[src/rtl/conv_pkg.sv]
// rtl/conv_pkg.sv - shared tap count, default high-pass kernel and width helpers for conv3x3_stream
package conv_pkg;

    localparam int TAPS = 9;

    // Row-major, index 0 = top-left.
    localparam int HPF_KERNEL [TAPS] = '{0, -1, 0, -1, 5, -1, 0, -1, 0};

    function automatic int prod_w(input int data_w, input int coef_w);
        return data_w + coef_w + 1;
    endfunction

    function automatic int acc_w(input int data_w, input int coef_w);
        return prod_w(data_w, coef_w) + 4;
    endfunction

    function automatic int round_bias(input int shift);
        return (shift > 0) ? (1 << (shift - 1)) : 0;
    endfunction

endpackage

[src/rtl/conv_adder_tree.sv]
// rtl/conv_adder_tree.sv - 4-stage pipelined signed adder tree 9->5->3->2->1 with stall enable and per-stage valids
module conv_adder_tree
    import conv_pkg::*;
#(
    parameter int IN_W  = 18,
    parameter int ACC_W = 22
) (
    input  logic                     clk,
    input  logic                     rst,
    input  logic                     i_en,
    input  logic                     i_valid,
    input  logic [TAPS*IN_W-1:0]     i_terms,
    output logic                     o_valid,
    output logic signed [ACC_W-1:0]  o_sum
);

    logic signed [ACC_W-1:0] w_term [TAPS];

    for (genvar k = 0; k < TAPS; k++) begin : g_ext
        assign w_term[k] = {{(ACC_W-IN_W){i_terms[IN_W*(k+1)-1]}}, i_terms[IN_W*k +: IN_W]};
    end

    logic signed [ACC_W-1:0] r_s2 [5];
    logic signed [ACC_W-1:0] r_s3 [3];
    logic signed [ACC_W-1:0] r_s4 [2];
    logic signed [ACC_W-1:0] r_s5;
    logic [3:0]              r_v;

    // The odd term of each level is carried forward unchanged to stay aligned.
    always_ff @(posedge clk or negedge rst) begin
        if (!rst) begin
            r_v <= '0;
            for (int i = 0; i < 5; i++) r_s2[i] <= '0;
            for (int i = 0; i < 3; i++) r_s3[i] <= '0;
            for (int i = 0; i < 2; i++) r_s4[i] <= '0;
            r_s5 <= '0;
        end else if (i_en) begin
            r_v <= {r_v[2:0], i_valid};
            for (int i = 0; i < 4; i++) r_s2[i] <= w_term[2*i] + w_term[2*i+1];
            r_s2[4] <= w_term[8];
            r_s3[0] <= r_s2[0] + r_s2[1];
            r_s3[1] <= r_s2[2] + r_s2[3];
            r_s3[2] <= r_s2[4];
            r_s4[0] <= r_s3[0] + r_s3[1];
            r_s4[1] <= r_s3[2];
            r_s5    <= r_s4[0] + r_s4[1];
        end
    end

    assign o_valid = r_v[3];
    assign o_sum   = r_s5;

endmodule

[src/rtl/conv3x3_stream.sv]
// rtl/conv3x3_stream.sv - 3x3 window times runtime signed kernel, pipelined sum, shift and unsigned saturation
// Optional round-half-up before the shift when CONV_ROUND_EN is defined.
module conv3x3_stream
    import conv_pkg::*;
#(
    parameter int DATA_WIDTH = 8,
    parameter int COEF_WIDTH = 9,
    parameter int OUT_SHIFT  = 0
) (
    input  logic                       clk,
    input  logic                       rst,
    input  logic                       s_valid,
    output logic                       s_ready,
    input  logic [TAPS*DATA_WIDTH-1:0] s_data,
    output logic                       m_valid,
    input  logic                       m_ready,
    output logic [DATA_WIDTH-1:0]      m_data,
    output logic                       m_sat,
    input  logic                       cfg_we,
    input  logic [3:0]                 cfg_addr,
    input  logic [COEF_WIDTH-1:0]      cfg_data,
    input  logic                       cfg_commit
);

    localparam int PROD_W = prod_w(DATA_WIDTH, COEF_WIDTH);
    localparam int ACC_W  = acc_w(DATA_WIDTH, COEF_WIDTH);
    localparam int RES_W  = ACC_W + 1;

    logic signed [COEF_WIDTH-1:0] r_shadow [TAPS];
    logic signed [COEF_WIDTH-1:0] r_active [TAPS];
    logic [TAPS*PROD_W-1:0]       r_prod;
    logic                         r_s1_valid;
    logic                         w_en;
    logic                         w_tree_valid;
    logic signed [ACC_W-1:0]      w_sum;
    logic signed [PROD_W-1:0]     w_prod [TAPS];

    assign w_en    = !w_tree_valid || m_ready;
    assign s_ready = w_en;
    assign m_valid = w_tree_valid;

    // A write landing in the commit cycle bypasses the shadow straight into the active bank.
    always_ff @(posedge clk or negedge rst) begin
        if (!rst) begin
            for (int k = 0; k < TAPS; k++) begin
                r_shadow[k] <= COEF_WIDTH'(HPF_KERNEL[k]);
                r_active[k] <= COEF_WIDTH'(HPF_KERNEL[k]);
            end
        end else begin
            for (int k = 0; k < TAPS; k++) begin
                if (cfg_we && cfg_addr == 4'(k)) r_shadow[k] <= cfg_data;
                if (cfg_commit) r_active[k] <= (cfg_we && cfg_addr == 4'(k)) ? cfg_data : r_shadow[k];
            end
        end
    end

    for (genvar k = 0; k < TAPS; k++) begin : g_mul
        logic signed [PROD_W-1:0] w_pix_ext;
        logic signed [PROD_W-1:0] w_coef_ext;
        assign w_pix_ext  = {{(PROD_W-DATA_WIDTH){1'b0}}, s_data[DATA_WIDTH*(k+1)-1 -: DATA_WIDTH]};
        assign w_coef_ext = {{(PROD_W-COEF_WIDTH){r_active[k][COEF_WIDTH-1]}}, r_active[k]};
        assign w_prod[k]  = w_pix_ext * w_coef_ext;
    end

    always_ff @(posedge clk or negedge rst) begin
        if (!rst) begin
            r_s1_valid <= 1'b0;
            r_prod     <= '0;
        end else if (w_en) begin
            r_s1_valid <= s_valid;
            for (int k = 0; k < TAPS; k++) r_prod[k*PROD_W +: PROD_W] <= w_prod[k];
        end
    end

    conv_adder_tree #(
        .IN_W  (PROD_W),
        .ACC_W (ACC_W)
    ) u_tree (
        .clk     (clk),
        .rst     (rst),
        .i_en    (w_en),
        .i_valid (r_s1_valid),
        .i_terms (r_prod),
        .o_valid (w_tree_valid),
        .o_sum   (w_sum)
    );

    localparam logic signed [RES_W-1:0] PIX_MAX = RES_W'((1 << DATA_WIDTH) - 1);
`ifdef CONV_ROUND_EN
    localparam logic signed [RES_W-1:0] ROUND_ADD = RES_W'(round_bias(OUT_SHIFT));
`else
    localparam logic signed [RES_W-1:0] ROUND_ADD = '0;
`endif

    logic signed [RES_W-1:0] w_biased;
    logic signed [RES_W-1:0] w_res;

    // One extra bit keeps the rounding add from wrapping.
    assign w_biased = {w_sum[ACC_W-1], w_sum} + ROUND_ADD;
    assign w_res    = w_biased >>> OUT_SHIFT;

    always_comb begin
        m_data = w_res[DATA_WIDTH-1:0];
        m_sat  = 1'b0;
        if (w_res[RES_W-1]) begin
            m_data = '0;
            m_sat  = 1'b1;
        end else if (w_res > PIX_MAX) begin
            m_data = '1;
            m_sat  = 1'b1;
        end
    end

endmodule

[config.mk]
export PLATFORM = sky130hd
export DESIGN_NAME = conv3x3_stream
export DESIGN_NICKNAME = d
export VERILOG_FILES = /design/src/rtl/conv_pkg.sv /design/src/rtl/conv_adder_tree.sv /design/src/rtl/conv3x3_stream.sv
export SDC_FILE = /design/constraint.sdc
export NUM_CORES = 2
export LEC_CHECK = 0
export ABC_AREA = 0
export CORE_ASPECT_RATIO = 1.25
export CORE_MARGIN = 2
export CORE_UTILIZATION = 62
export CTS_CLUSTER_DIAMETER = 50
export DETAILED_ROUTE_END_ITERATION = 16
export HOLD_SLACK_MARGIN = 0.03
export PLACE_DENSITY = 0.79
export SLEW_MARGIN = 10
export SYNTH_ARGS = -nofsm -noshare
export SYNTH_HDL_FRONTEND = slang
export SYNTH_SLANG_ARGS = --single-unit
[constraint.sdc]
create_clock -name clk -period 6 [get_ports clk]
set_input_delay 1.2 -clock clk [delete_from_list [all_inputs] [get_ports clk]]
set_output_delay 1.2 -clock clk [all_outputs]
set_load 0.02 [all_outputs]
# Word-level counts from Yosys, hierarchy flattened
# Cells that the tools add are included.
[word_totals] ff_bits=559 latch_bits=0 ram_bits=0 romBits=0 inputBits=91 output_inout_bits=11 elab_cells=83 mem_count=0
[classes] n_addsub=8 mul=9 div=0 magnitude_cmp=1 n_eq_ne=8 shifts=0 n_mux=13 bitwise_logic=0 n_reduce_logical=12
[ops] op="9-bit by 9-bit multiplier with 18-bit output" n=9
[ops] op="9-bit two-way mux" n=9
[ops] op="18-bit by 18-bit adder with 19-bit output" n=4
[ops] op="22-bit adder" n=3
[ops] op="22-bit by 18-bit adder with 22-bit output" n=1
[ops] op="22-bit by 9-bit > comparator with 1-bit output (second input constant)" n=1
[ops] op="4-bit by 3-bit equality test with 1-bit output (second input constant)" n=4
[ops] op="8-bit two-way mux" n=2
[ops] op="1-bit logical AND" n=9
[ops] op="4-bit by 2-bit equality test with 1-bit output (second input constant)" n=2
[ops] op="4-bit by 1-bit equality test with 1-bit output (second input constant)" n=1
[ops] op="4-bit equality test (second input constant)" n=1
[ops] op="4-bit zero test" n=1
[ops] op="1-bit two-way mux" n=2
[ops] op="1-bit zero test" n=1
[ops] op="1-bit logical OR" n=1

# Logic depth before layout (Yosys ltp)
[logic_depth] word_depth=3 depth_mapped=21 depth_no_buf=20

# Modules after synthesis
# Synthesis repeated with hierarchy kept, for this count alone.
[hier_totals] hier_cells=5058 hier_area_um2=50008.0
[modules_own_cells] mod="conv3x3_stream" instances=1 cells_each=3461 area_each_um2=34317.9 seq_area_each_um2=8227.9
[modules_own_cells] mod="conv_adder_tree" instances=1 cells_each=1597 area_each_um2=15690.0 seq_area_each_um2=5555.3

# Worst setup path before layout
# Ideal clock, no wire load.
[synth_timing] kind="input-to-reg" startpoint="in s_data[37]" endpoint="reg r_prod[89]" setup_time_ps=137 arrival_time_ps=5595 required_ps=5863 setup_slack_ps=268 stages=20 n_path_buf=1 path_cell_list="clkbuf_1 -> nand2_1 -> fa_1 -> inv_1 -> fa_1 -> ha_1 -> inv_1 -> fa_1 -> inv_1 -> ha_1 -> ha_1 -> fa_1 -> a21oi_1 -> o21ai_0 -> o41a_1 -> nand3_1 -> a21boi_0 -> o41ai_1 -> xnor2_1 -> a21oi_1"
[synth_via] elab_chain_len=1
[synth_lines] item="start, declared" line="conv3x3_stream.sv:14" source="input logic [TAPS*DATA_WIDTH-1:0] s_data,"
[synth_lines] item="9-bit by 9-bit multiplier with 18-bit output" line="conv3x3_stream.sv:62" source="assign w_prod[k] = w_pix_ext * w_coef_ext;"
[synth_lines] item="end signal, assigned" line="conv3x3_stream.sv:68" source="r_prod <= '0;"
[synth_lines] item="end, declared" line="conv3x3_stream.sv:31" source="logic [TAPS*PROD_W-1:0] r_prod;"
# No other way between the ends.
# A chain may end at the register's enable or synchronous reset.

# Worst setup path in the final report
[layout_timing] startpoint="in s_data[21]" endpoint="reg r_prod[53]"
# The elaborated chain is that of the path after synthesis.

==> flow_summary.html <==
<table>
<tr><th>Metric</th><th>Value</th></tr>
<tr><th colspan="2">Cells and area</th></tr>
<tr><td># nets final</td><td>6448</td></tr>
<tr><td>Area added between synthesis and finish</td><td>12.0%</td></tr>
<tr><td>Sequential cell area</td><td>~0.014 mm²</td></tr>
<tr><td>Post-route cell area</td><td>roughly 0.054 mm²</td></tr>
<tr><td>Filler Cells Inserted</td><td>between 5000 and 6000</td></tr>
<tr><td>Area used by multi-input combinational logic</td><td>0.0325 mm²</td></tr>
<tr><td>Share of cells above drive strength 1</td><td>0.108</td></tr>
<tr><th colspan="2">Yosys</th></tr>
<tr><td>Post-synthesis instance total</td><td>5093</td></tr>
<tr><td>Post-synthesis average cell area</td><td>9.54 µm²</td></tr>
<tr><td>Top_reg_cell synth</td><td>sky130_fd_sc_hd__dfrtp_1</td></tr>
<tr><td>Mapped Area</td><td>0.0486 mm²</td></tr>
<tr><td>Count of synthesis-stage warnings from yosys</td><td>0</td></tr>
<tr><td>Largest cells by area after synthesis</td><td>sky130_fd_sc_hd__dfrtp_1 (24%), sky130_fd_sc_hd__fa_1 (16%), sky130_fd_sc_hd__ha_1 (16%)</td></tr>
<tr><td>Most frequent cell after synthesis</td><td>sky130_fd_sc_hd__nand2_1</td></tr>
<tr><td>Library cell occupying the most area in the post-synthesis netlist</td><td>sky130_fd_sc_hd__dfrtp_1</td></tr>
<tr><td>Portion of the post-synthesis area used by sequential elements</td><td>0.284</td></tr>
<tr><td>Share of synthesized flip-flops with an asynchronous set or reset</td><td>1.00</td></tr>
<tr><td>Number of flops mapped to enable cells by yosys</td><td>0</td></tr>
<tr><td>Cell types with the highest counts after synthesis</td><td>sky130_fd_sc_hd__nand2_1 (802), sky130_fd_sc_hd__ha_1 (629), sky130_fd_sc_hd__inv_1 (491)</td></tr>
<tr><td>Synth Net Count</td><td>6208</td></tr>
<tr><td>Area share of the leading cell type in the synthesized netlist</td><td>0.242</td></tr>
<tr><td>Post-synthesis sequential element count</td><td>547</td></tr>
<tr><td>Synth cell types</td><td>70</td></tr>
<tr><th colspan="2">Detailed routing</th></tr>
<tr><td>Mean number of vias per cell</td><td>5.63</td></tr>
<tr><td>Violation count after the first detailed-routing iteration</td><td>2107</td></tr>
<tr><td>Number of iterations in the first detailed-routing pass</td><td>7</td></tr>
<tr><td>DRC violation count after routing</td><td>0</td></tr>
<tr><td>Wire per inst</td><td>approximately 17 µm</td></tr>
<tr><td>Remaining antenna violation count</td><td>0</td></tr>
<tr><td>DRT Wirelength</td><td>111 mm</td></tr>
<tr><td>Number of vias after detailed routing</td><td>36300</td></tr>
<tr><th colspan="2">STA</th></tr>
<tr><td>Worst setup skew after layout</td><td>0.0434 ns</td></tr>
<tr><td>Minimum clock period after layout</td><td>approximately 5.8 ns</td></tr>
<tr><td>Fin crit share</td><td>0.959</td></tr>
<tr><td>Achievable clock frequency</td><td>between 150 and 200 MHz</td></tr>
<tr><td>Least-Margin Pin Slew</td><td>~1.2 ns</td></tr>
<tr><td>Setup violators final</td><td>0</td></tr>
<tr><td>Max transition margin</td><td>0.183</td></tr>
<tr><td>Slew Viols, Final</td><td>0</td></tr>
<tr><td>Final Hold Viols</td><td>0</td></tr>
<tr><th colspan="2">Hold path</th></tr>
<tr><td>Worst Hold Class</td><td>register to register</td></tr>
<tr><th colspan="2">Global route</th></tr>
<tr><td>Global-route wire length before repair</td><td>186 mm</td></tr>
<tr><td>Global routing usage summed across all routing layers</td><td>0.285</td></tr>
<tr><td>Initial antenna violation count</td><td>11</td></tr>
<tr><td>Total grt overflow</td><td>0</td></tr>
<tr><td>Vias in the first global route</td><td>37500</td></tr>
<tr><td>Pin count of the biggest net entering global routing</td><td>between 200 and 250</td></tr>
<tr><th colspan="2">Clocking</th></tr>
<tr><td>Hold-fix buffers at CTS</td><td>0</td></tr>
<tr><td>TritonCTS clock tree</td><td>done</td></tr>
<tr><td>TritonCTS sink count</td><td>547</td></tr>
<tr><td>CTS root buf</td><td>sky130_fd_sc_hd__clkbuf_16</td></tr>
<tr><td>Buffers from clock root to sink, at most</td><td>3</td></tr>
<tr><td>Number of levels in the clock H-tree</td><td>3</td></tr>
<tr><td>TritonCTS buffer count</td><td>70</td></tr>
<tr><td>Clock input transition at the sequential cells of the worst setup and hold paths</td><td>0.06 ns</td></tr>
<tr><td>Clk Latency, worst-skew pair</td><td>between 0.6 and 0.7 ns</td></tr>
<tr><th colspan="2">Setup path</th></tr>
<tr><td>CP Data Required Time</td><td>approximately 6.4 ns</td></tr>
<tr><td>Critical Path Sink Type</td><td>register</td></tr>
<tr><td>Worst-path cell chain</td><td>clkdlybuf4s50_1, buf_4, nand2_1, fa_1, inv_1, fa_1, inv_1, fa_1, inv_1, fa_1, fa_1, ha_1, nand2_1, o21ai_0, o41a_1, nand3_1, a21boi_0, o41ai_1, xnor2_1, a21oi_1</td></tr>
<tr><td>Arrival time worst endpoint</td><td>6.20 ns</td></tr>
<tr><td>Crit path buf inv count</td><td>5</td></tr>
<tr><td>Slowest cell delay on critical path</td><td>0.53 ns</td></tr>
<tr><td>Kind of critical path</td><td>input port to register</td></tr>
<tr><td>Max Fanout on Critical Path</td><td>8</td></tr>
<tr><td>Type of origin of the critical path</td><td>input port</td></tr>
<tr><td>Top Family by Delay on Critical Path</td><td>adder cells</td></tr>
<tr><td>Slowest cell on the critical path</td><td>sky130_fd_sc_hd__fa_1</td></tr>
<tr><td>Most common cell on crit path</td><td>sky130_fd_sc_hd__fa_1</td></tr>
<tr><th colspan="2">Place</th></tr>
<tr><td>Routability cong.</td><td>0.916</td></tr>
<tr><td>HPWL reported at the end of detailed placement</td><td>84.6 mm</td></tr>
<tr><td>Area of placed instances</td><td>0.0520 mm²</td></tr>
<tr><td>Buffers on Ports</td><td>101</td></tr>
<tr><th colspan="2">Floorplanning</th></tr>
<tr><td>Num ports</td><td>102</td></tr>
<tr><td>Std-Cell Rows</td><td>114</td></tr>
<tr><td>Die area</td><td>0.0807 mm²</td></tr>
<tr><td>Height of the chip</td><td>about 320 µm</td></tr>
<tr><td>Die extent in x</td><td>254 µm</td></tr>
<tr><td>Effective utilization at floorplan</td><td>0.628</td></tr>
<tr><td>Core region area</td><td>0.0775 mm²</td></tr>
<tr><th colspan="2">Job</th></tr>
<tr><td>Number of maximum-capacitance constraint violations</td><td>0</td></tr>
<tr><th colspan="2">Outcome</th></tr>
<tr><td>Result of the run</td><td>completed</td></tr>
</table>
worst paths after layout:
check | end | slack [ns] | depth (start not counted) | from
hold / removal | u_tree.r_s2[2] | 0.45 | 2 | r_prod[146]
min in group asynchronous | r_shadow[76] | 0.63 | 1 | rst
max in group asynchronous | r_prod[89] | 4.09 | 2 | rst
setup reg to reg | r_prod[87] | 0.73 | 20 | g_mul[4].w_coef_ext[0]
hold reg to reg | u_tree.r_s2[2] | 0.45 | 2 | r_prod[146]
setup / recovery | r_prod[53] | 0.24 | 20 | s_data[21]
kinds of logic (layout without fill, tap and decap cells):
group / Yosys count / in the layout / synth area share
simple gates: 1708 / 1708 / 0.164
fa+ha+maj: 1024 / 1024 / 0.325
compound gates: 800 / 800 / 0.101
buf+inv: 631 / 927 / 0.0489
flops: 547 / 547 / 0.284
xor+xnor: 213 / 213 / 0.0384
mux: 170 / 170 / 0.0393
other cells: 0 / 3 / 0
metal layers:
metal  share of wire  GRT usage  wire, µm  vias to the layer above
li1                -          -         -                    17400
met1            0.43      0.374     47800                    17900
met2            0.49      0.490     54200                      752
met3           0.045     0.0348      5020                      210
met4           0.033      0.101      3690                        6
met5         0.00033          0        36                        -
worst min-delay path: stages (launching register included):
cell and delay, ns:
sky130_fd_sc_hd__dfrtp_1 0.34, sky130_fd_sc_hd__nand2_1 0.05, sky130_fd_sc_hd__nand2_1 0.05
area by class of cell:
type	instances	share of cell area
multi-input combinational	3915	0.597
timing repair buffer	307	0.0485
sequential	547	0.253
clock buffer	96	0.0378
clock inverter	32	0.00554
inverter	492	0.0341
antenna	3	0.000138
tap	1044	0.0240
metrics by stage:
| step | hold slack [ns] | utilization | TNS, ns | std cells | worst slack [ns] |
|---|---|---|---|---|---|
| floorplan | 0.430 | - | 0 | 5093 | 0.268 |
| detailed placement | 0.455 | 0.672 | -10.53 | 6305 | -0.437 |
| global route | 0.489 | 0.703 | -0.00675 | 6434 | -0.00625 |
| CTS | 0.456 | 0.702 | 0 | 6433 | 0.163 |
| global placement | 0.445 | 0.672 | -6.05 | 6305 | -0.334 |
| finish | 0.452 | 0.703 | 0 | 6436 | 0.244 |
cells in the final DEF (no fill, tap or decap), types with 19 or more instances in the layout:
cell type / instances
sky130_fd_sc_hd__o31ai_1: 25
sky130_fd_sc_hd__a21oi_1: 266
sky130_fd_sc_hd__o21bai_1: 19
sky130_fd_sc_hd__nor3_1: 34
sky130_fd_sc_hd__dfrtp_1: 471
sky130_fd_sc_hd__nor2b_1: 83
sky130_fd_sc_hd__nand2b_1: 60
sky130_fd_sc_hd__a21o_1: 81
sky130_fd_sc_hd__a31oi_1: 25
sky130_fd_sc_hd__dfstp_2: 76
sky130_fd_sc_hd__fa_1: 395
sky130_fd_sc_hd__clkdlybuf4s50_1: 97
sky130_fd_sc_hd__xor2_1: 118
sky130_fd_sc_hd__and2_1: 350
sky130_fd_sc_hd__ha_1: 629
sky130_fd_sc_hd__xnor2_1: 95
sky130_fd_sc_hd__o21ai_0: 208
sky130_fd_sc_hd__nand2_1: 802
sky130_fd_sc_hd__nor2_1: 266
sky130_fd_sc_hd__a211oi_1: 33
sky130_fd_sc_hd__mux2_2: 165
sky130_fd_sc_hd__clkbuf_16: 75
sky130_fd_sc_hd__inv_1: 491
sky130_fd_sc_hd__nand3_1: 35
sky130_fd_sc_hd__buf_4: 201
sky130_fd_sc_hd__o21a_1: 51
timing repair:
action	4_1_cts	5_1_grt
setup buffers	0	0
setup endpoints to repair	0	7
resized for setup	0	5
registers in the layout, summed over array words and instances, names as in the netlist:
name	cells
r_shadow	81
u_tree.o_sum	22
r_s1_valid	1
u_tree.r_s3	62
u_tree.r_s2	94
u_tree.r_s4	40
g_mul.w_coef_ext	81
u_tree.r_v	4
r_prod	162
Power is not shown: default switching activity piles up to over one toggle a cycle in this logic, so the estimate is an artifact.
